## src/rtl/alu_sweep_controller.sv

```systemverilog
// ALU sweep controller: loads operands from byte switches, steps an op selector,
// and sweeps every ALU op capturing a rotate-XOR signature and OR'd flags.
module alu_sweep_controller #(
    parameter int WIDTH   = 16,
    parameter int NUM_OPS = 8,
    parameter int SETTLE  = 2,
    parameter logic [WIDTH-1:0] A_INIT = 16'hCAFE,
    parameter logic [WIDTH-1:0] B_INIT = 16'h1234,
    localparam int OPW = (NUM_OPS > 1) ? $clog2(NUM_OPS) : 1,
    localparam int CW  = (SETTLE > 1) ? $clog2(SETTLE) : 1
) (
    input  logic             clk,
    input  logic             reset,
    input  logic [7:0]       sw,
    input  logic             btn_load_a,
    input  logic             btn_load_b,
    input  logic             btn_next_op,
    input  logic             btn_run,
    input  logic [WIDTH-1:0] result,
    input  logic [4:0]       flags,
    output logic [WIDTH-1:0] a,
    output logic [WIDTH-1:0] b,
    output logic [OPW-1:0]   op_index,
    output logic [WIDTH-1:0] result_q,
    output logic [4:0]       flags_q,
    output logic [WIDTH-1:0] checksum,
    output logic [4:0]       flag_acc,
    output logic             busy,
    output logic             done
);

    // state | meaning
    // IDLE    | manual operand load / op stepping, result tracked every clock
    // SETTLE  | waiting for the ALU to settle on the current op
    // CAPTURE | fold result into signature, advance or finish
    // DONE    | sweep finished, captured values held
    localparam logic [1:0] ST_IDLE    = 2'd0;
    localparam logic [1:0] ST_SETTLE  = 2'd1;
    localparam logic [1:0] ST_CAPTURE = 2'd2;
    localparam logic [1:0] ST_DONE    = 2'd3;

    localparam logic [OPW-1:0] OP_LAST     = OPW'(NUM_OPS - 1);
    localparam logic [CW-1:0]  SETTLE_LOAD = CW'(SETTLE - 1);

    logic [1:0]       state;
    logic [CW-1:0]    settle_cnt;
    logic [3:0]       btn_now;
    logic [3:0]       btn_prev;
    logic [3:0]       btn_edge;
    logic             edge_load_a;
    logic             edge_load_b;
    logic             edge_next_op;
    logic             edge_run;
    logic [WIDTH-1:0] a_shifted;
    logic [WIDTH-1:0] b_shifted;
    logic [WIDTH-1:0] checksum_next;
    logic [OPW-1:0]   op_next;

    assign btn_now      = {btn_run, btn_next_op, btn_load_b, btn_load_a};
    assign btn_edge     = btn_now & ~btn_prev;
    assign edge_load_a  = btn_edge[0];
    assign edge_load_b  = btn_edge[1];
    assign edge_next_op = btn_edge[2];
    assign edge_run     = btn_edge[3];

    // Previous samples reset high so a button held through reset must be re-pressed.
    always_ff @(posedge clk) begin
        if (reset) begin
            btn_prev <= 4'hF;
        end else begin
            btn_prev <= btn_now;
        end
    end

    generate
        if (WIDTH == 8) begin : g_shift_narrow
            assign a_shifted = sw;
            assign b_shifted = sw;
        end else begin : g_shift_wide
            assign a_shifted = {a[WIDTH-9:0], sw};
            assign b_shifted = {b[WIDTH-9:0], sw};
        end
    endgenerate

    assign checksum_next = {checksum[WIDTH-2:0], checksum[WIDTH-1]} ^ result;
    assign op_next       = (op_index == OP_LAST) ? '0 : op_index + 1'b1;

    always_ff @(posedge clk) begin
        if (reset) begin
            state      <= ST_IDLE;
            settle_cnt <= '0;
            a          <= A_INIT;
            b          <= B_INIT;
            op_index   <= '0;
            result_q   <= '0;
            flags_q    <= '0;
            checksum   <= '0;
            flag_acc   <= '0;
        end else begin
            case (state)
                ST_IDLE, ST_DONE: begin
                    if (state == ST_IDLE) begin
                        result_q <= result;
                        flags_q  <= flags;
                    end
                    if (edge_run) begin
                        op_index   <= '0;
                        checksum   <= '0;
                        flag_acc   <= '0;
                        settle_cnt <= SETTLE_LOAD;
                        state      <= ST_SETTLE;
                    end else begin
                        if (edge_load_a) a <= a_shifted;
                        if (edge_load_b) b <= b_shifted;
                        if (edge_next_op) op_index <= op_next;
                        if (edge_load_a || edge_load_b || edge_next_op) state <= ST_IDLE;
                    end
                end
                ST_SETTLE: begin
                    if (settle_cnt == '0) begin
                        state <= ST_CAPTURE;
                    end else begin
                        settle_cnt <= settle_cnt - 1'b1;
                    end
                end
                ST_CAPTURE: begin
                    result_q <= result;
                    flags_q  <= flags;
                    checksum <= checksum_next;
                    flag_acc <= flag_acc | flags;
                    if (op_index == OP_LAST) begin
                        state <= ST_DONE;
                    end else begin
                        op_index   <= op_index + 1'b1;
                        settle_cnt <= SETTLE_LOAD;
                        state      <= ST_SETTLE;
                    end
                end
                default: state <= ST_IDLE;
            endcase
        end
    end

    assign busy = (state == ST_SETTLE) || (state == ST_CAPTURE);
    assign done = (state == ST_DONE);

endmodule

```

## config.mk

```make
export PLATFORM = sky130hd
export DESIGN_NAME = alu_sweep_controller
export DESIGN_NICKNAME = d
export VERILOG_FILES = /design/src/rtl/alu_sweep_controller.sv
export SDC_FILE = /design/constraint.sdc
export NUM_CORES = 1
export LEC_CHECK = 0
export CELL_PAD_IN_SITES_DETAIL_PLACEMENT = 1
export CELL_PAD_IN_SITES_GLOBAL_PLACEMENT = 2
export CORE_ASPECT_RATIO = 1.4
export CORE_UTILIZATION = 23
export CTS_CLUSTER_SIZE = 8
export DETAILED_ROUTE_END_ITERATION = 8
export GPL_TIMING_DRIVEN = 0
export PLACE_DENSITY_LB_ADDON = 0.1
export SLEW_MARGIN = 20
export SYNTH_ARGS = -nofsm -noshare
export SYNTH_HDL_FRONTEND = slang
export SYNTH_SLANG_ARGS = --single-unit
```

## constraint.sdc

```tcl
create_clock -name clk -period 1.8 [get_ports clk]
set_input_delay 0.45 -clock clk [delete_from_list [all_inputs] [get_ports clk]]
set_output_delay 0.45 -clock clk [all_outputs]
set_load 0.01 [all_outputs]
```

==> run summary <==
* status: complete, no violations
* Synth Instances: 379
* fmax: 566.6 MHz
* max-slew headroom at the worst pin: 63.38%
* kind of cell adding the most delay to the critical path: buffers and inverters
* slew at the pin closest to its max-slew limit: 0.5493 ns
* Cell Area, Synth: 0.003344 mm2
* maximum number of buffers from clock root to sink: 2
* fraction of synthesized cell area taken by the top area cell type: 50.28%
* number of distinct standard cells referenced by the synthesized netlist: 36
* synthesized flop and latch total: 84
* dominant register cell in the synthesized netlist: sky130_fd_sc_hd__dfxtp_1
* fraction of registers with async set/reset: 0%
* syn_nets: 420
* VDD IR-drop max: 0.0003941 V
* pin count of the biggest net entering global routing: 17
* Die Footprint: 0.01503 mm2
* cell types occupying the most area after synthesis: sky130_fd_sc_hd__dfxtp_1 50%, sky130_fd_sc_hd__nand2_1 11%, sky130_fd_sc_hd__a21oi_1 7.8%
* fraction of the yosys area taken by sequential cells: 50.28%
* post-route worst setup slack: 0.03504 ns
* total count of hold-check failures in the final report: 0
* antenna violation net count after detailed routing: 0
* static leakage: 2.039 nW
* CTS tree: yes
* number of enable flip-flop cells after synthesis: 0
* Die X: 103.9 um
* starting density of the core: 23.82%
* Synth warnings: 0
* Post-Route Hold Slack: 0.3994 ns
* layout-stage area growth over the synthesis result: 53.61%
* critical path buffer and inverter count: 1
* # rows: 51
* endpoint required time on the critical path: 1.35 ns
* power per standard cell area: 888.9 mW/mm2
* number of iterations in the first detailed-routing pass: 4
* RSZ-0062 raised after global routing: no
* worst hold path cell count: 2
* maximum level of the CTS H-tree: 3
* endpoint of the lowest-slack register-to-register path: state[0]$_SDFFE_PP0P_
* most common library cell in the layout ignoring fill and taps: sky130_fd_sc_hd__clkdlybuf4s50_1
* insertion delay of the later-clocked pin in the worst-skew pair: 0.34 ns
* leftover overflow at the end of global routing: 0
* clock slew seen by the registers of the worst setup and hold paths: 0.06 ns
* routed length per instance: 14.99 um
* share of the synthesized area in compound gates (AO/OA/AOI/OAI): 10.18%
* area share of xor/xnor cells in the synthesized design: 4.190%
* Worst R2R Path Depth: 6
* number of antenna violations at the first check in global routing: 0
* arrival time worst endpoint: 1.31 ns
* slowest stage delay, CP: 0.60 ns
* Worst Clk Skew: 0.005138 ns
* total half-perimeter wirelength after legalization and detailed placement: 7.889 mm
* Reg2Reg Launch Point: state[1]$_SDFFE_PP0P_
* largest area contributor in the synthesized netlist: sky130_fd_sc_hd__dfxtp_1
* mean number of vias per cell: 4.348
* Final GP Congestion: 0.7507
* dominant combinational cell family by area after synthesis: simple AND/OR/NAND/NOR gates
* Avg Inst Size Synth: 8.824 um2
* share of final-layout standard cells stronger than drive strength 1: 11.55%
* reg-to-reg slack, setup: 0.09 ns
* core region area: 0.01404 mm2
* post-placement worst setup slack: -0.4301 ns
* antenna diode count: 0
* CP Capture Type: output port
* commonest non-fill, non-tap cells in the layout: 108 x sky130_fd_sc_hd__clkdlybuf4s50_1, 99 x sky130_fd_sc_hd__nand2_1, 82 x sky130_fd_sc_hd__dfxtp_1
* via count of the first global-routing pass: 3144
* critical path start-end classification: flip-flop to output port
* number of DRC violations after detailed routing: 0
* total number of vias: 3026
* Hold Path Sink: btn_prev[3]$_SDFF_PP1_
* sum of internal, switching and leakage power: 4.567 mW
* CTS Buf Count: 9
* routed wire length: 10.44 mm
* Period minus WS final: 1.765 ns
* first-pass GRT wire length: 16.43 mm
* MaxCap Viol Count: 0
* type of element launching the critical path: flip-flop
* ordered cell list for the critical path: clkdlybuf4s50_1
* total number of clock tree sinks: 84
* vertical die dimension: 144.7 um
* worst min-delay path startpoint: reset
* 1st-iter DRT viols: 39
* Simple-Gate Fraction of Synth Area: 22.18%
* final setup violation count: 0
* largest driver fanout on the critical path: 3
* adder-cell area share of the yosys netlist: 2.245%
* slowest CP cell: sky130_fd_sc_hd__clkdlybuf4s50_1
* mux contribution to synthesized area: 5.537%
* I/O pin count: 114
* Hold WC Path Type: input pin to flip-flop
* combined global-route utilization of all metal layers: 14.35%
* final max-slew violation count: 0
* cell at the root of the clock tree: sky130_fd_sc_hd__clkbuf_16
* input/output buffers: 112
* portion of the clock cycle consumed by the worst path in the final layout: 98.05%
* Final Net Count: 548
==> report_power, final <==
part | switching (mW) | internal (mW) | leakage (nW)
sequential | 0.0436 | 1.94 | 0.688
clock | 0.758 | 1.28 | 0.158
combinational | 0.253 | 0.295 | 1.19
total | 1.06 | 3.51 | 2.04
==> per-stage QoR <==
stage | util (%) | std cells | TNS (ns) | area [um2]
finish | 36.60 | 696 | 0 | 5137
global route | 36.60 | 696 | 0 | 5137
CTS | 35.98 | 692 | -0.09936 | 5051
detailed placement | 33.48 | 676 | -15.80 | 4700
global placement | 33.48 | 676 | -14.19 | 4700
floorplan | - | 379 | 0 | 3347
==> Yosys cell counts (all sizes together), types with 2 or more instances <==
library cell,number
a21oi,52
buf,13
clkbuf,10
dfxtp,84
ha,6
inv,4
mux2i,17
nand2,101
nand2b,4
nand3,28
nor2,18
nor3,3
o21a,2
o21ai,3
or2,5
or2b,2
or3,2
xor2,16
==> routing by layer <==
layer  wire (um)  part of all wire [%]  global-route usage (%)
met1        4141                    40                   15.34
met2        5359                    51                   25.37
met3         745                   7.1                   5.195
met4         189                   1.8                   6.541
met5           0                     0                       0
==> flip-flops by register name, indices dropped and copies added (netlist names) <==
signal,count
flags_q,5
result_q,16
b,16
btn_prev,4
flag_acc,5
settle_cnt,1
a,16
state,2
op_index,3
checksum,16
==> kinds of logic after synthesis <==
kind of cell             after synthesis
AO/OA/AOI/OAI                         61
XOR/XNOR                              16
adder cells (fa/ha/maj)                6
buffers and inverters                 28
flip-flops                            84
multiplexers                          18
AND/OR/NAND/NOR                      166
==> worst max-delay path by stage <==
stage / start / end / slack, ns / cells after the start
finish: checksum[14]$_SDFFE_PP0P_ / checksum[14] / 0.04 / 1
global route: state[1]$_SDFFE_PP0P_ / flags_q[3]$_SDFFE_PP0P_ / 0.0009 / 8
CTS: state[0]$_SDFFE_PP0P_ / busy / -0.1 / 3
detailed placement: btn_run / b[12]$_SDFFE_PP1P_ / -0.43 / 6
global placement: btn_run / b[4]$_SDFFE_PP1P_ / -0.40 / 6
floorplan: state[0]$_SDFFE_PP0P_ / state[0]$_SDFFE_PP0P_ / 0.07 / 6
==> what timing repair did <==
item                                    4_1_cts  5_1_grt
gates resized for setup                       6       17
pin swaps                                     2        3
setup buffers                                 2        3
hold buffers                                  0        0
endpoints found under the setup margin       60       54
gates cloned                                  0        1
==> cell type report <==
class / instances / area, um2
flip-flops and latches: 84 / 1684
well taps: 185 / 231.5
multi-input cells: 267 / 1518
inverters: 5 / 18.77
clock buffers: 11 / 252.7
fillers: 1673 / 8901
plain buffers: 22 / 177.7
clock inverters: 4 / 72.57
repair buffers: 118 / 1182
Power figures use the tool's default switching activity.
